==> config.mk <==
export PLATFORM = sky130hd
export DESIGN_NAME = jgate_unit_flat
export DESIGN_NICKNAME = d
export VERILOG_FILES = /design/src/rtl/jgate_pkg.sv /design/src/rtl/jgate_if.sv /design/src/rtl/jand.sv /design/src/rtl/jgate_bit.sv /design/src/rtl/jnot.sv /design/src/rtl/jor.sv /design/src/rtl/jgate_unit.sv /design/src/flat_wrapper.sv
export SDC_FILE = /design/constraint.sdc
export NUM_CORES = 1
export LEC_CHECK = 0
export CAP_MARGIN = 15
export CORE_MARGIN = 4
export CORE_UTILIZATION = 35
export CTS_CLUSTER_DIAMETER = 200
export DETAILED_ROUTE_END_ITERATION = 8
export GPL_TIMING_DRIVEN = 0
export MAX_ROUTING_LAYER = met4
export PLACE_DENSITY = 0.76
export SLEW_MARGIN = 40
export SYNTH_ARGS = -nofsm -noshare
export SYNTH_HDL_FRONTEND = slang
export SYNTH_SLANG_ARGS = --single-unit
==> constraint.sdc <==
create_clock -name clk -period 0.9 [get_ports clk]
set_input_delay 0.09 -clock clk [delete_from_list [all_inputs] [get_ports clk]]
set_output_delay 0.09 -clock clk [all_outputs]
set_load 0.02 [all_outputs]
==> src/rtl/jgate_pkg.sv <==
// jgate_pkg: shared types for the jgate gate datapath.
//   op_t : 2-bit operation select (AND, OR, NOT of a, NAND).
package jgate_pkg;

    typedef enum logic [1:0] {
        OP_AND  = 2'd0,
        OP_OR   = 2'd1,
        OP_NOT  = 2'd2,
        OP_NAND = 2'd3
    } op_t;

endpackage

==> src/rtl/jgate_if.sv <==
// jgate_if: operand/result bundle of jgate_unit.
//   in_valid, op, a, b : request side (driven by master)
//   y, out_valid       : registered result (driven by slave)
//   y_all, y_any       : reduce outputs, present only when JGATE_REDUCE_EN is defined
// Modports: master (requester), slave (jgate_unit).
interface jgate_if #(
    parameter int unsigned WIDTH = 8
);
    import jgate_pkg::*;

    logic             in_valid;
    op_t              op;
    logic [WIDTH-1:0] a;
    logic [WIDTH-1:0] b;
    logic [WIDTH-1:0] y;
    logic             out_valid;
`ifdef JGATE_REDUCE_EN
    logic             y_all;
    logic             y_any;
`endif

    modport master (
        output in_valid,
        output op,
        output a,
        output b,
        input  y,
`ifdef JGATE_REDUCE_EN
        input  y_all,
        input  y_any,
`endif
        input  out_valid
    );

    modport slave (
        input  in_valid,
        input  op,
        input  a,
        input  b,
        output y,
`ifdef JGATE_REDUCE_EN
        output y_all,
        output y_any,
`endif
        output out_valid
    );

endinterface

==> src/rtl/jand.sv <==
// jand: primitive 2-input AND gate.
//   a, b : inputs
//   c    : a & b
module jand (
    input  logic a,
    input  logic b,
    output logic c
);

    assign c = a & b;

endmodule

==> src/rtl/jgate_bit.sv <==
// jgate_bit: one bit slice of the gate datapath.
//   a, b : operand bits (b unused for NOT)
//   op   : operation select
//   d    : combinational result bit, f(op, a, b)
module jgate_bit
    import jgate_pkg::*;
(
    input  logic a,
    input  logic b,
    input  op_t  op,
    output logic d
);

    logic and_c;
    logic or_c;
    logic not_a;
    logic nand_c;

    jand u_and (
        .a (a),
        .b (b),
        .c (and_c)
    );

    jor u_or (
        .a (a),
        .b (b),
        .c (or_c)
    );

    jnot u_not_a (
        .a (a),
        .b (not_a)
    );

    jnot u_nand (
        .a (and_c),
        .b (nand_c)
    );

    always_comb begin
        d = 1'b0;
        unique case (op)
            OP_AND:  d = and_c;
            OP_OR:   d = or_c;
            OP_NOT:  d = not_a;
            OP_NAND: d = nand_c;
            default: d = 1'b0;
        endcase
    end

endmodule

==> src/rtl/jnot.sv <==
// jnot: primitive inverter.
//   a : input
//   b : ~a
module jnot (
    input  logic a,
    output logic b
);

    assign b = ~a;

endmodule

==> src/rtl/jor.sv <==
// jor: primitive 2-input OR gate.
//   a, b : inputs
//   c    : a | b
module jor (
    input  logic a,
    input  logic b,
    output logic c
);

    assign c = a | b;

endmodule

==> src/rtl/jgate_unit.sv <==
// jgate_unit: registered bitwise gate unit (AND / OR / NOT a / NAND).
//   clk   : clock, all state on posedge
//   reset : synchronous active-high reset
//   bus   : jgate_if slave (in_valid, op, a, b -> y, out_valid [, y_all, y_any])
// Result latency is one cycle; no backpressure.
// Build option: JGATE_REDUCE_EN adds registered AND/OR reductions of y (y_all, y_any).
module jgate_unit
    import jgate_pkg::*;
#(
    parameter int unsigned WIDTH = 8
) (
    input  logic   clk,
    input  logic   reset,
    jgate_if.slave bus
);

    logic [WIDTH-1:0] y_d;
    logic [WIDTH-1:0] y_q;
    logic             out_valid_q;

    for (genvar i = 0; i < WIDTH; i++) begin : g_bit
        jgate_bit u_bit (
            .a  (bus.a[i]),
            .b  (bus.b[i]),
            .op (bus.op),
            .d  (y_d[i])
        );
    end

`ifdef JGATE_REDUCE_EN
    // Reductions are taken from the next y value so they register in the same cycle as y.
    logic [WIDTH-1:0] all_chain;
    logic [WIDTH-1:0] any_chain;
    logic             all_d;
    logic             any_d;
    logic             y_all_q;
    logic             y_any_q;

    assign all_chain[0] = y_d[0];
    assign any_chain[0] = y_d[0];

    for (genvar i = 1; i < WIDTH; i++) begin : g_reduce
        jand u_all (
            .a (all_chain[i-1]),
            .b (y_d[i]),
            .c (all_chain[i])
        );

        jor u_any (
            .a (any_chain[i-1]),
            .b (y_d[i]),
            .c (any_chain[i])
        );
    end

    assign all_d = all_chain[WIDTH-1];
    assign any_d = any_chain[WIDTH-1];

    always_ff @(posedge clk) begin
        if (reset) begin
            y_all_q <= 1'b0;
            y_any_q <= 1'b0;
        end else if (bus.in_valid) begin
            y_all_q <= all_d;
            y_any_q <= any_d;
        end
    end

    assign bus.y_all = y_all_q;
    assign bus.y_any = y_any_q;
`endif

    always_ff @(posedge clk) begin
        if (reset) begin
            y_q         <= '0;
            out_valid_q <= 1'b0;
        end else begin
            if (bus.in_valid) begin
                y_q <= y_d;
            end
            out_valid_q <= bus.in_valid;
        end
    end

    assign bus.y         = y_q;
    assign bus.out_valid = out_valid_q;

endmodule

==> src/flat_wrapper.sv <==
// flat-port wrapper written by rule: the top's interface ports become plain ports
module jgate_unit_flat import jgate_pkg::*;
#(
    parameter int unsigned WIDTH = 8
)
  (clk, reset, bus_in_valid, bus_op, bus_a, bus_b, bus_y, bus_out_valid);
  jgate_if #(.WIDTH(WIDTH)) bus_i ();
  input  logic clk;
  input  logic reset;
  input wire logic [$bits(bus_i.in_valid)-1:0] bus_in_valid;
  input wire logic [$bits(bus_i.op)-1:0] bus_op;
  input wire logic [$bits(bus_i.a)-1:0] bus_a;
  input wire logic [$bits(bus_i.b)-1:0] bus_b;
  output wire logic [$bits(bus_i.y)-1:0] bus_y;
  output wire logic [$bits(bus_i.out_valid)-1:0] bus_out_valid;
  assign bus_i.in_valid = bus_in_valid;
  assign bus_i.op = bus_op;
  assign bus_i.a = bus_a;
  assign bus_i.b = bus_b;
  assign bus_y = bus_i.y;
  assign bus_out_valid = bus_i.out_valid;
  jgate_unit #(.WIDTH(WIDTH)) u_core (.clk(clk), .reset(reset), .bus(bus_i));
endmodule
==> results.toml <==
[status]
status = "finished clean"

[finish]
post-route-util = 0.612
fin_cells = 105
antenna_cells = 0
syn2layout_area_growth_pct = 61.0
nets = 112
final_area_um2 = 806
drive_gt1_frac = 0.244

[grt]
grt_pass1_wl_um = 2050
antenna_found_initial = 0
grt_max_degree = 11
grt.total_usage = 0.141
overflow = 0
grt_pass1_vias = 514

[power]
p_per_area_nw_per_um2 = 1300
ir_drop_mv = 0.835
swShare = 0.279
internal_power_uw = 756
cellLeakagePower_nw = 0.356
p_comb_frac = 0.292
clockPowerShare = 0.285
switchingPower_uw = 293
p_seq_frac = 0.423

[synthesis]
synth.area.top_cells = "dfxtp_1 36%, a22o_1 8.8%, a32oi_1 8.8%"
ys_seq_area_frac = 0.360
synth_top_area_share = 0.360
synth.cell_area_um2 = 500
yosys.area.top_type = "dfxtp_1"
synth_seq_cells = 9
syn_nets = 79
syn_inst = 58
synth_cell_types = 15
yosys_warnings = 0
syn_area_per_cell_um2 = 8.63

[placement]
dp_hpwl_um = 1010
dpl-instance-area_um2 = 800
dp.cells = 101
pre_cts_ws_ps = -460
gp_congestion = 0.775
io_buffers = 28

[clock_tree]
cts_buffers = 3
cts_sinks = 9
clkTransAtPathRegs_ps = 60
htreeDepth = 1
cts-root-buf = "clkbuf_4"
cts_max_path_buffers = 2
cts_tree = "done"
insertion_delay_ps = 250

[floorplanning]
start_util = 0.380
die_w_um = 45.8
rows = 13
ios = 30
core-area_um2 = 1320
die_y_um = 45.8
die-area_um2 = 2100

[sta]
rsz0062_at_grt = "true"
setup_tns_ps = 0
relSlewSlack = 0.784
finalCritPeriodShare = 0.949
finalClockSkew_ps = 0
final-max-slew-violation-count = 0
period_needed_ps = 854
setup_ws_ps = 45.7
hold_viol_final = 0
tightestPinTransition_ps = 323
setup_viol = 0
clock.fmax_ghz = 1.17

[setup_path]
critPathKind = "in2reg"
worst-path-max-fanout = 3
crit_arrival_ps = 1000
worstPathRequired_ps = 1040
critPathCaptureType = "flip-flop"
cp-start-kind = "primary input"

[route]
routed_wl_um = 1260
drtIter0Drc = 5
via_per_inst = 5.28
wire_per_inst_um = 12.0
routed-via-count = 554
drtAntennaViolNets = 0
first_pass_iters = 4
drc_errors = 0

[worst_hold_path]
worstHoldPathType = "in2reg"

[flow_run]
drv_cap = 0
-- final timing paths --
path / depth (start not counted) / slack (ps) / from / end
worst max-delay path: 4 / 50 / bus_a[0] / u_core.bus.y[0]
worst min-delay path: 2 / 170 / bus_in_valid / u_core.bus.y[6]
worst max register to register: 2 / 190 / u_core.bus.y[7] / u_core.bus.y[7]
worst min register to register: 1 / 470 / u_core.bus.y[0] / u_core.bus.y[0]
-- metrics by stage --
step,total power [mW],hold slack [ps]
6_report,1.05,167
5_1_grt,1.11,182
4_1_cts,1.06,152
3_5_place_dp,0.786,410
3_3_place_gp,0.782,396
2_1_floorplan,0.601,162
-- layout by cell type (no fill, tap or decap), drive strengths merged, types with 3 or more instances in the layout --
| master | count |
|---|---|
| a21oi | 5 |
| dfxtp | 9 |
| nor2 | 4 |
| nand2b | 4 |
| clkbuf | 7 |
| clkdlybuf4s50 | 8 |
| a32oi | 5 |
| mux2 | 3 |
| buf | 10 |
| a311oi | 3 |
| o21ai | 5 |
| a22o | 5 |
| nand2 | 6 |
| dlygate4sd2 | 10 |
| xor2 | 3 |
-- critical path, cell delays in order --
cell and delay [ps]:
clkdlybuf4s50_1 450, o21ai_0 180, a32oi_1 80, a22o_1 200
-- per-layer routing --
metal  up-vias  global-route usage  wire length [um]
li1        281                   -                 -
met1       247               0.163               568
met2        26               0.231               557
met3         0              0.0632               137
met4         0              0.0170                 0
met5         -                   -                 0
-- flip-flops by register name (all words and copies together), names as in the netlist --
signal	flops
u_core.bus.y	8
u_core.bus.out_valid	1
-- synth_stat cells --
cell and instances:
mux2_2 3, a32oi_1 5, o21ai_0 5, nand2b_1 4, nor2b_1 1, clkbuf_2 3
nor2_1 4, xor2_1 3, nand2_1 6, dfxtp_1 9, a22o_1 5, buf_2 1
a311oi_1 3, or2b_1 1, a21oi_1 5
-- cell families (layout without fill, tap and decap cells) --
group | Yosys count | count (layout) | synth area share
AOI/OAI and AO/OA | 23 | 23 | 0.327
and+or+nand+nor | 16 | 16 | 0.152
DFF | 9 | 9 | 0.360
buffers and inverters | 4 | 36 | 0.0400
xor gates and xnor gates | 3 | 3 | 0.0525
muxes | 3 | 3 | 0.0675
-- cell type report --
type                       instances  area, um^2
multi-input combinational         45         320
clock buffer                       4        26.3
buffer                             4        35.0
timing repair buffer              28         225
fill                             134         512
sequential                         9         180
tap                               15        18.8
-- power by group through the flow --
stage	clock network, mW	logic (mW)	registers, mW
2_1_floorplan	0	0.110	0.491
3_5_place_dp	0	0.333	0.453
3_3_place_gp	0	0.328	0.454
6_report	0.298	0.306	0.444
4_1_cts	0.309	0.302	0.444
5_1_grt	0.328	0.337	0.447
-- timing repair --
item / 4_1_cts / 5_1_grt
resized for setup: 50 / 8
hold endpoints to repair: 0 / 0
endpoints found under the setup margin: 17 / 3
pin swaps: 6 / 2
hold buffers: 0 / 0
setup buffers: 0 / 0
No activity file was read; power rests on OpenSTA's default activity.
